`src/rtl/writeback_register_file_if.sv`:
```
// Purpose: bundles the WB-stage write requests and the ID/EX read ports of the register file.
// Latency: no storage here; the signals are wires between the stages and the register file.
// Backpressure: none; writes are accepted every cycle, and a bubble presents enable=0.
// Ports: master = pipeline side (drives writes and read requests, sees read data);
//        slave  = register file side (takes writes and read requests, returns read data).
interface writeback_register_file_if;
    logic        wb_register_write_enable;
    logic [4:0]  wb_register_write_address;
    logic [31:0] wb_register_write_data;
    logic        wb_register_hi_write_enable;
    logic [31:0] wb_register_hi_write_data;
    logic        wb_register_lo_write_enable;
    logic [31:0] wb_register_lo_write_data;
    logic        id_register_read_enable_1;
    logic [4:0]  id_register_read_address_1;
    logic [31:0] id_register_read_data_1;
    logic        id_register_read_enable_2;
    logic [4:0]  id_register_read_address_2;
    logic [31:0] id_register_read_data_2;
    logic [31:0] ex_register_hi_read_data;
    logic [31:0] ex_register_lo_read_data;

    modport master (
        output wb_register_write_enable, wb_register_write_address, wb_register_write_data,
        output wb_register_hi_write_enable, wb_register_hi_write_data,
        output wb_register_lo_write_enable, wb_register_lo_write_data,
        output id_register_read_enable_1, id_register_read_address_1,
        output id_register_read_enable_2, id_register_read_address_2,
        input  id_register_read_data_1, id_register_read_data_2,
        input  ex_register_hi_read_data, ex_register_lo_read_data
    );

    modport slave (
        input  wb_register_write_enable, wb_register_write_address, wb_register_write_data,
        input  wb_register_hi_write_enable, wb_register_hi_write_data,
        input  wb_register_lo_write_enable, wb_register_lo_write_data,
        input  id_register_read_enable_1, id_register_read_address_1,
        input  id_register_read_enable_2, id_register_read_address_2,
        output id_register_read_data_1, id_register_read_data_2,
        output ex_register_hi_read_data, ex_register_lo_read_data
    );
endinterface

```
`src/rtl/writeback_register_file.sv`:
```
// Purpose: 32x32 GPR file plus HI/LO, committed from WB, read by ID (two ports) and EX (HI/LO).
// Latency: writes commit on the rising edge; reads are combinational with same-cycle WB bypass.
// Backpressure: none; a write request is taken every cycle it is presented.
// Ports: clock, reset (synchronous, active-high), bus (slave side of writeback_register_file_if).
module writeback_register_file #(
    parameter int REGISTER_COUNT = 32,
    parameter int ZERO_REGISTER  = 0
) (
    input  logic                        clock,
    input  logic                        reset,
    writeback_register_file_if.slave    bus
);

    localparam logic [4:0] ZERO_ADDRESS = 5'(ZERO_REGISTER);

    logic [31:0] registers [REGISTER_COUNT];
    logic [31:0] hi;
    logic [31:0] lo;

    always_ff @(posedge clock) begin
        if (reset) begin
            for (int i = 0; i < REGISTER_COUNT; i++) begin
                registers[i] <= '0;
            end
            hi <= '0;
            lo <= '0;
        end else begin
            if (bus.wb_register_write_enable && (bus.wb_register_write_address != ZERO_ADDRESS)) begin
                registers[bus.wb_register_write_address] <= bus.wb_register_write_data;
            end
            if (bus.wb_register_hi_write_enable) begin
                hi <= bus.wb_register_hi_write_data;
            end
            if (bus.wb_register_lo_write_enable) begin
                lo <= bus.wb_register_lo_write_data;
            end
        end
    end

    // Priority order matters: reset and the zero register must win over the
    // bypass, otherwise a WB write to r0 would leak into decode.
    function automatic logic [31:0] resolve_read(
        input logic        rst,
        input logic        enable,
        input logic [4:0]  address,
        input logic        write_enable,
        input logic [4:0]  write_address,
        input logic [31:0] write_data,
        input logic [31:0] stored
    );
        if (rst || !enable || (address == ZERO_ADDRESS)) begin
            return '0;
        end
        if (write_enable && (write_address == address)) begin
            return write_data;
        end
        return stored;
    endfunction

    always_comb begin
        bus.id_register_read_data_1 = resolve_read(reset,
            bus.id_register_read_enable_1, bus.id_register_read_address_1,
            bus.wb_register_write_enable, bus.wb_register_write_address,
            bus.wb_register_write_data, registers[bus.id_register_read_address_1]);
    end

    always_comb begin
        bus.id_register_read_data_2 = resolve_read(reset,
            bus.id_register_read_enable_2, bus.id_register_read_address_2,
            bus.wb_register_write_enable, bus.wb_register_write_address,
            bus.wb_register_write_data, registers[bus.id_register_read_address_2]);
    end

    always_comb begin
        bus.ex_register_hi_read_data = '0;
        bus.ex_register_lo_read_data = '0;
        if (!reset) begin
            bus.ex_register_hi_read_data = bus.wb_register_hi_write_enable ?
                                           bus.wb_register_hi_write_data : hi;
            bus.ex_register_lo_read_data = bus.wb_register_lo_write_enable ?
                                           bus.wb_register_lo_write_data : lo;
        end
    end

endmodule

```
`src/flat_wrapper.sv`:
```
// flat-port wrapper written by rule: the top's interface ports become plain ports
module writeback_register_file_flat 
#(
    parameter int REGISTER_COUNT = 32,
    parameter int ZERO_REGISTER  = 0
)
  (clock, reset, bus_wb_register_write_enable, bus_wb_register_write_address, bus_wb_register_write_data, bus_wb_register_hi_write_enable, bus_wb_register_hi_write_data, bus_wb_register_lo_write_enable, bus_wb_register_lo_write_data, bus_id_register_read_enable_1, bus_id_register_read_address_1, bus_id_register_read_enable_2, bus_id_register_read_address_2, bus_id_register_read_data_1, bus_id_register_read_data_2, bus_ex_register_hi_read_data, bus_ex_register_lo_read_data);
  writeback_register_file_if bus_i ();
  input  logic clock;
  input  logic reset;
  input wire logic [$bits(bus_i.wb_register_write_enable)-1:0] bus_wb_register_write_enable;
  input wire logic [$bits(bus_i.wb_register_write_address)-1:0] bus_wb_register_write_address;
  input wire logic [$bits(bus_i.wb_register_write_data)-1:0] bus_wb_register_write_data;
  input wire logic [$bits(bus_i.wb_register_hi_write_enable)-1:0] bus_wb_register_hi_write_enable;
  input wire logic [$bits(bus_i.wb_register_hi_write_data)-1:0] bus_wb_register_hi_write_data;
  input wire logic [$bits(bus_i.wb_register_lo_write_enable)-1:0] bus_wb_register_lo_write_enable;
  input wire logic [$bits(bus_i.wb_register_lo_write_data)-1:0] bus_wb_register_lo_write_data;
  input wire logic [$bits(bus_i.id_register_read_enable_1)-1:0] bus_id_register_read_enable_1;
  input wire logic [$bits(bus_i.id_register_read_address_1)-1:0] bus_id_register_read_address_1;
  input wire logic [$bits(bus_i.id_register_read_enable_2)-1:0] bus_id_register_read_enable_2;
  input wire logic [$bits(bus_i.id_register_read_address_2)-1:0] bus_id_register_read_address_2;
  output wire logic [$bits(bus_i.id_register_read_data_1)-1:0] bus_id_register_read_data_1;
  output wire logic [$bits(bus_i.id_register_read_data_2)-1:0] bus_id_register_read_data_2;
  output wire logic [$bits(bus_i.ex_register_hi_read_data)-1:0] bus_ex_register_hi_read_data;
  output wire logic [$bits(bus_i.ex_register_lo_read_data)-1:0] bus_ex_register_lo_read_data;
  assign bus_i.wb_register_write_enable = bus_wb_register_write_enable;
  assign bus_i.wb_register_write_address = bus_wb_register_write_address;
  assign bus_i.wb_register_write_data = bus_wb_register_write_data;
  assign bus_i.wb_register_hi_write_enable = bus_wb_register_hi_write_enable;
  assign bus_i.wb_register_hi_write_data = bus_wb_register_hi_write_data;
  assign bus_i.wb_register_lo_write_enable = bus_wb_register_lo_write_enable;
  assign bus_i.wb_register_lo_write_data = bus_wb_register_lo_write_data;
  assign bus_i.id_register_read_enable_1 = bus_id_register_read_enable_1;
  assign bus_i.id_register_read_address_1 = bus_id_register_read_address_1;
  assign bus_i.id_register_read_enable_2 = bus_id_register_read_enable_2;
  assign bus_i.id_register_read_address_2 = bus_id_register_read_address_2;
  assign bus_id_register_read_data_1 = bus_i.id_register_read_data_1;
  assign bus_id_register_read_data_2 = bus_i.id_register_read_data_2;
  assign bus_ex_register_hi_read_data = bus_i.ex_register_hi_read_data;
  assign bus_ex_register_lo_read_data = bus_i.ex_register_lo_read_data;
  writeback_register_file #(.REGISTER_COUNT(REGISTER_COUNT), .ZERO_REGISTER(ZERO_REGISTER)) u_core (.clock(clock), .reset(reset), .bus(bus_i));
endmodule
```
`config.mk`:
```
export PLATFORM = sky130hd
export DESIGN_NAME = writeback_register_file_flat
export DESIGN_NICKNAME = d
export VERILOG_FILES = /design/src/rtl/writeback_register_file_if.sv /design/src/rtl/writeback_register_file.sv /design/src/flat_wrapper.sv
export SDC_FILE = /design/constraint.sdc
export NUM_CORES = 2
export LEC_CHECK = 0
export CAP_MARGIN = 15
export CORE_ASPECT_RATIO = 1.75
export CORE_MARGIN = 1.5
export CORE_UTILIZATION = 48
export CTS_CLUSTER_DIAMETER = 120
export DETAILED_ROUTE_END_ITERATION = 6
export PLACE_DENSITY = 0.72
export SETUP_SLACK_MARGIN = 0.3
export SLEW_MARGIN = 20
export SYNTH_ARGS = -nofsm -noshare
export SYNTH_HDL_FRONTEND = slang
export SYNTH_SLANG_ARGS = --single-unit
```
`constraint.sdc`:
```
create_clock -name clock -period 5.41 [get_ports clock]
set_input_delay 1.3525 -clock clock [delete_from_list [all_inputs] [get_ports clock]]
set_output_delay 1.3525 -clock clock [all_outputs]
set_load 0.1 [all_outputs]
```
==> results.sh <==
export IMPL_viasPerCell=6.833
export IMPL_finalSetupTns_ps=0
export IMPL_ys_top_cells_by_area="edfxtp_1 54%, mux4_2 15%, and2_1 11%"
export IMPL_num_vias=40200
export IMPL_path_class="primary input to output pin"
export IMPL_ys_warn_count=0
export IMPL_wirelength_mm=208.3
export IMPL_tightest_slew_ps=1150
export IMPL_grt_ovfl_total=0
export IMPL_drive_gt1_frac=0.2556
export IMPL_fin_nets=4393
export IMPL_slew_headroom=0.2331
export IMPL_numCtsBuffers=97
export IMPL_avgRoutedWirePerCell_um=35.41
export IMPL_cts_max_path_buffers=3
export IMPL_rr_worst_depth=2
export IMPL_io_buffer_count=245
export IMPL_finalHoldViolations=0
export IMPL_clock_sinks=1088
export IMPL_crit_fanout=35
export IMPL_ios=246
export IMPL_crit_chain="buf_12 > buf_16 > nand2b_2 > buf_4 > o22ai_1 > a221oi_1 > buf_4 > o2111ai_1 > nand2_1 > buf_12"
export IMPL_ant_nets=0
export IMPL_core_area_mm2=0.1185
export IMPL_place_ws_ps=275.7
export IMPL_avgSynthCellArea_um2=14.18
export IMPL_synth_edff_count=1024
export IMPL_hp_class="flip-flop to flip-flop"
export IMPL_nFillCells=9038
export IMPL_first_pass_iters=7
export IMPL_antenna_found_initial=19
export IMPL_row_count=167
export IMPL_arrival_ps=3770
export IMPL_grt_usage=0.3406
export IMPL_stdcell_count=5883
export IMPL_grt_pass1_vias=40840
export IMPL_tritoncts="built"
export IMPL_synthToLayoutAreaGrowth_pct=16.71
export IMPL_end_kind="output pin"
export IMPL_cpMaxStageDelayCell="a221oi_1"
export IMPL_crit_path_start="bus_id_register_read_address_1[0]"
export IMPL_slew_violations=0
export IMPL_syn_area_mm2=0.05732
export IMPL_rr_startpoint="u_core.hi[20]$_DFF_P_"
export IMPL_cpLargestDelayFamily="buffers and inverters"
export IMPL_cpPeakStageDelay_ps=390
export IMPL_finalCritPeriodShare=0.9471
export IMPL_multiInputGateArea_mm2=0.02382
export IMPL_clk_pin_slew_ps=70
export IMPL_crit_buf_inv=5
export IMPL_die_width_um=264.2
export IMPL_place_area_mm2=0.06353
export IMPL_finalSetupViolCount=0
export IMPL_min_period_ps=5124
export IMPL_ys_ff_latch=1088
export IMPL_dp_cells=5691
export IMPL_final_setup_skew_ps=0
export IMPL_fin_ws_ps=286.1
export IMPL_cap_violations=0
export IMPL_rsz0062_at_grt="yes"
export IMPL_grt_pass1_wl_mm=289.3
export IMPL_final_area_mm2=0.06690
export IMPL_p_leak_nw=23.97
export IMPL_ys_types=52
export IMPL_ys_flop_type="edfxtp_1"
export IMPL_ctsHoldBuffers=0
export IMPL_die_area_mm2=0.1216
export IMPL_synth_top_area_frac=0.5365
export IMPL_drc=0
export IMPL_htree_levels=3
export IMPL_drt_iter0_markers=6477
export IMPL_r2r_end="u_core.hi[20]$_DFF_P_"
export IMPL_die_h_um=460.1
export IMPL_gp_congestion=0.9290
export IMPL_power_density_mw_per_mm2=303.2
export IMPL_regArea_mm2=0.03203
export IMPL_required_ps=4060
export IMPL_yosys_area_top_type="edfxtp_1"
export IMPL_grt_max_degree=58
export IMPL_start_kind="primary input"
export IMPL_ys_async_sr_fraction=0
export IMPL_cp_depth=10
export IMPL_p_total_mw=20.29
export IMPL_dp_hpwl_mm=129.8
export IMPL_yosysSeqAreaShare=0.5588
export IMPL_cp_endpoint="bus_id_register_read_data_1[19]"
export IMPL_outcome="finished, final reports clean"
export IMPL_ir_drop_uv=272.6
export IMPL_rrSetupSlack_ps=4520
export IMPL_netlist_instances=4043
export IMPL_cts_root_buf="clkbuf_16"
export IMPL_initial_utilization=0.4838
export IMPL_clk_latency_ps=720
export IMPL_max_freq_mhz=195.2
==> flip-flops by register name, indices dropped and copies added (netlist names) <==
signal and cells:
u_core.registers 1024, u_core.lo 32, u_core.hi 32
==> placed cells by master (no fill, tap or decap), types with 11 or more instances in the layout <==
master	count
or2_2	32
o22ai_1	42
mux2_2	67
clkbuf_16	102
mux2i_1	276
a22o_1	21
clkinv_2	21
conb_1	32
o221ai_1	22
and2_1	995
o2111ai_1	30
a22oi_1	62
a221oi_1	20
a32o_1	31
clkdlybuf4s50_1	103
buf_12	125
o21ai_0	27
nor2_4	31
bufinv_16	11
nand4_1	27
buf_4	286
o22a_1	21
dfxtp_1	64
nand3_1	34
mux4_2	390
clkbuf_1	11
edfxtp_1	1024
a21oi_1	47
clkinv_1	19
nor2_1	69
nand2_1	195
==> worst register-to-register path: cells and delay by family, from the launching register on <==
family / cells / cell delay [ps]
DFF: 1 / 310
and+or+nand+nor: 1 / 380
muxes: 1 / 60
==> cell usage after synthesis, types with 4 or more instances <==
library cell,n
buf_4,12
nand2_1,196
xor2_1,4
and2_1,996
o211ai_1,5
nand3_1,35
a22o_1,21
nor2b_1,9
a211oi_1,10
o221ai_1,22
edfxtp_1,1024
o21ai_0,29
a21oi_1,47
xnor2_1,6
nand3b_1,5
mux4_2,390
buf_1,15
dfxtp_1,64
mux2i_1,276
or2_2,32
o22ai_1,42
o2111ai_1,31
nand2b_1,6
a22oi_1,62
nor2_1,103
mux4_1,9
a32o_1,32
a221oi_1,20
nand4_1,27
buf_6,15
mux2_2,67
o22a_1,21
buf_2,91
clkbuf_1,291
==> routing by layer <==
layer  vias up  GRT usage  wire, µm
met3      1072    0.08725     26740
met1     19770     0.3750     63170
met5         -          0        10
li1      15740          -         -
met4         2     0.2610     18240
met2      3613     0.5648    100100
==> worst min-delay path by stage <==
| stage | cells past startpoint | slack, ps | endpoint | from |
|---|---|---|---|---|
| after CTS | 2 | 520 | u_core.lo[26]$_DFF_P_ | u_core.lo[26]$_DFF_P_ |
| after global routing | 2 | 540 | u_core.lo[0]$_DFF_P_ | u_core.lo[0]$_DFF_P_ |
| after detailed placement | 2 | 500 | u_core.hi[15]$_DFF_P_ | u_core.hi[15]$_DFF_P_ |
| final | 2 | 510 | u_core.lo[21]$_DFF_P_ | u_core.lo[21]$_DFF_P_ |
| after global placement | 2 | 490 | u_core.lo[12]$_DFF_P_ | u_core.lo[12]$_DFF_P_ |
| after floorplan | 2 | 980 | u_core.hi[0]$_DFF_P_ | u_core.hi[0]$_DFF_P_ |
==> repair_timing <==
item / CTS / global route
pin swaps: 1 / 0
resized for setup: 3 / 9
setup endpoints to repair: 5 / 22
gates cloned: 0 / 1
buffers inserted: 5 / 0
==> stage by stage <==
stage	utilization	hold WS, ps
2_1_floorplan	-	983.3
3_3_place_gp	0.5362	490.5
3_5_place_dp	0.5362	497.9
4_1_cts	0.5640	516.6
5_1_grt	0.5645	544.7
6_report	0.5647	513.5
==> power by group <==
part / total (mW) / switching [mW] / leakage (nW) / internal [mW]
combinational: 3.16 / 1.95 / 12.1 / 1.21
clock: 7.23 / 3.26 / 1.58 / 3.96
sequential: 9.90 / 0.237 / 10.3 / 9.66
total: 20.3 / 5.45 / 24.0 / 14.8
==> final cells by class <==
class / instances / share of cell area
sequential: 1088 / 0.4788
multi-input combinational: 2559 / 0.3561
timing repair buffer: 529 / 0.08818
clock buffer: 114 / 0.03881
tap: 1521 / 0.02845
clock inverter: 65 / 0.009407
antenna: 7 / 0.0002618
==> cell families after synthesis <==
group | Yosys count | share of synthesized area
compound gates | 350 | 0.04538
simple gates | 1425 | 0.1423
flops | 1088 | 0.5588
mux | 742 | 0.2187
other cells | 1 | 0.00006542
buf+inv | 427 | 0.03320
xor+xnor | 10 | 0.001528
Power figures use the tool's default switching activity.
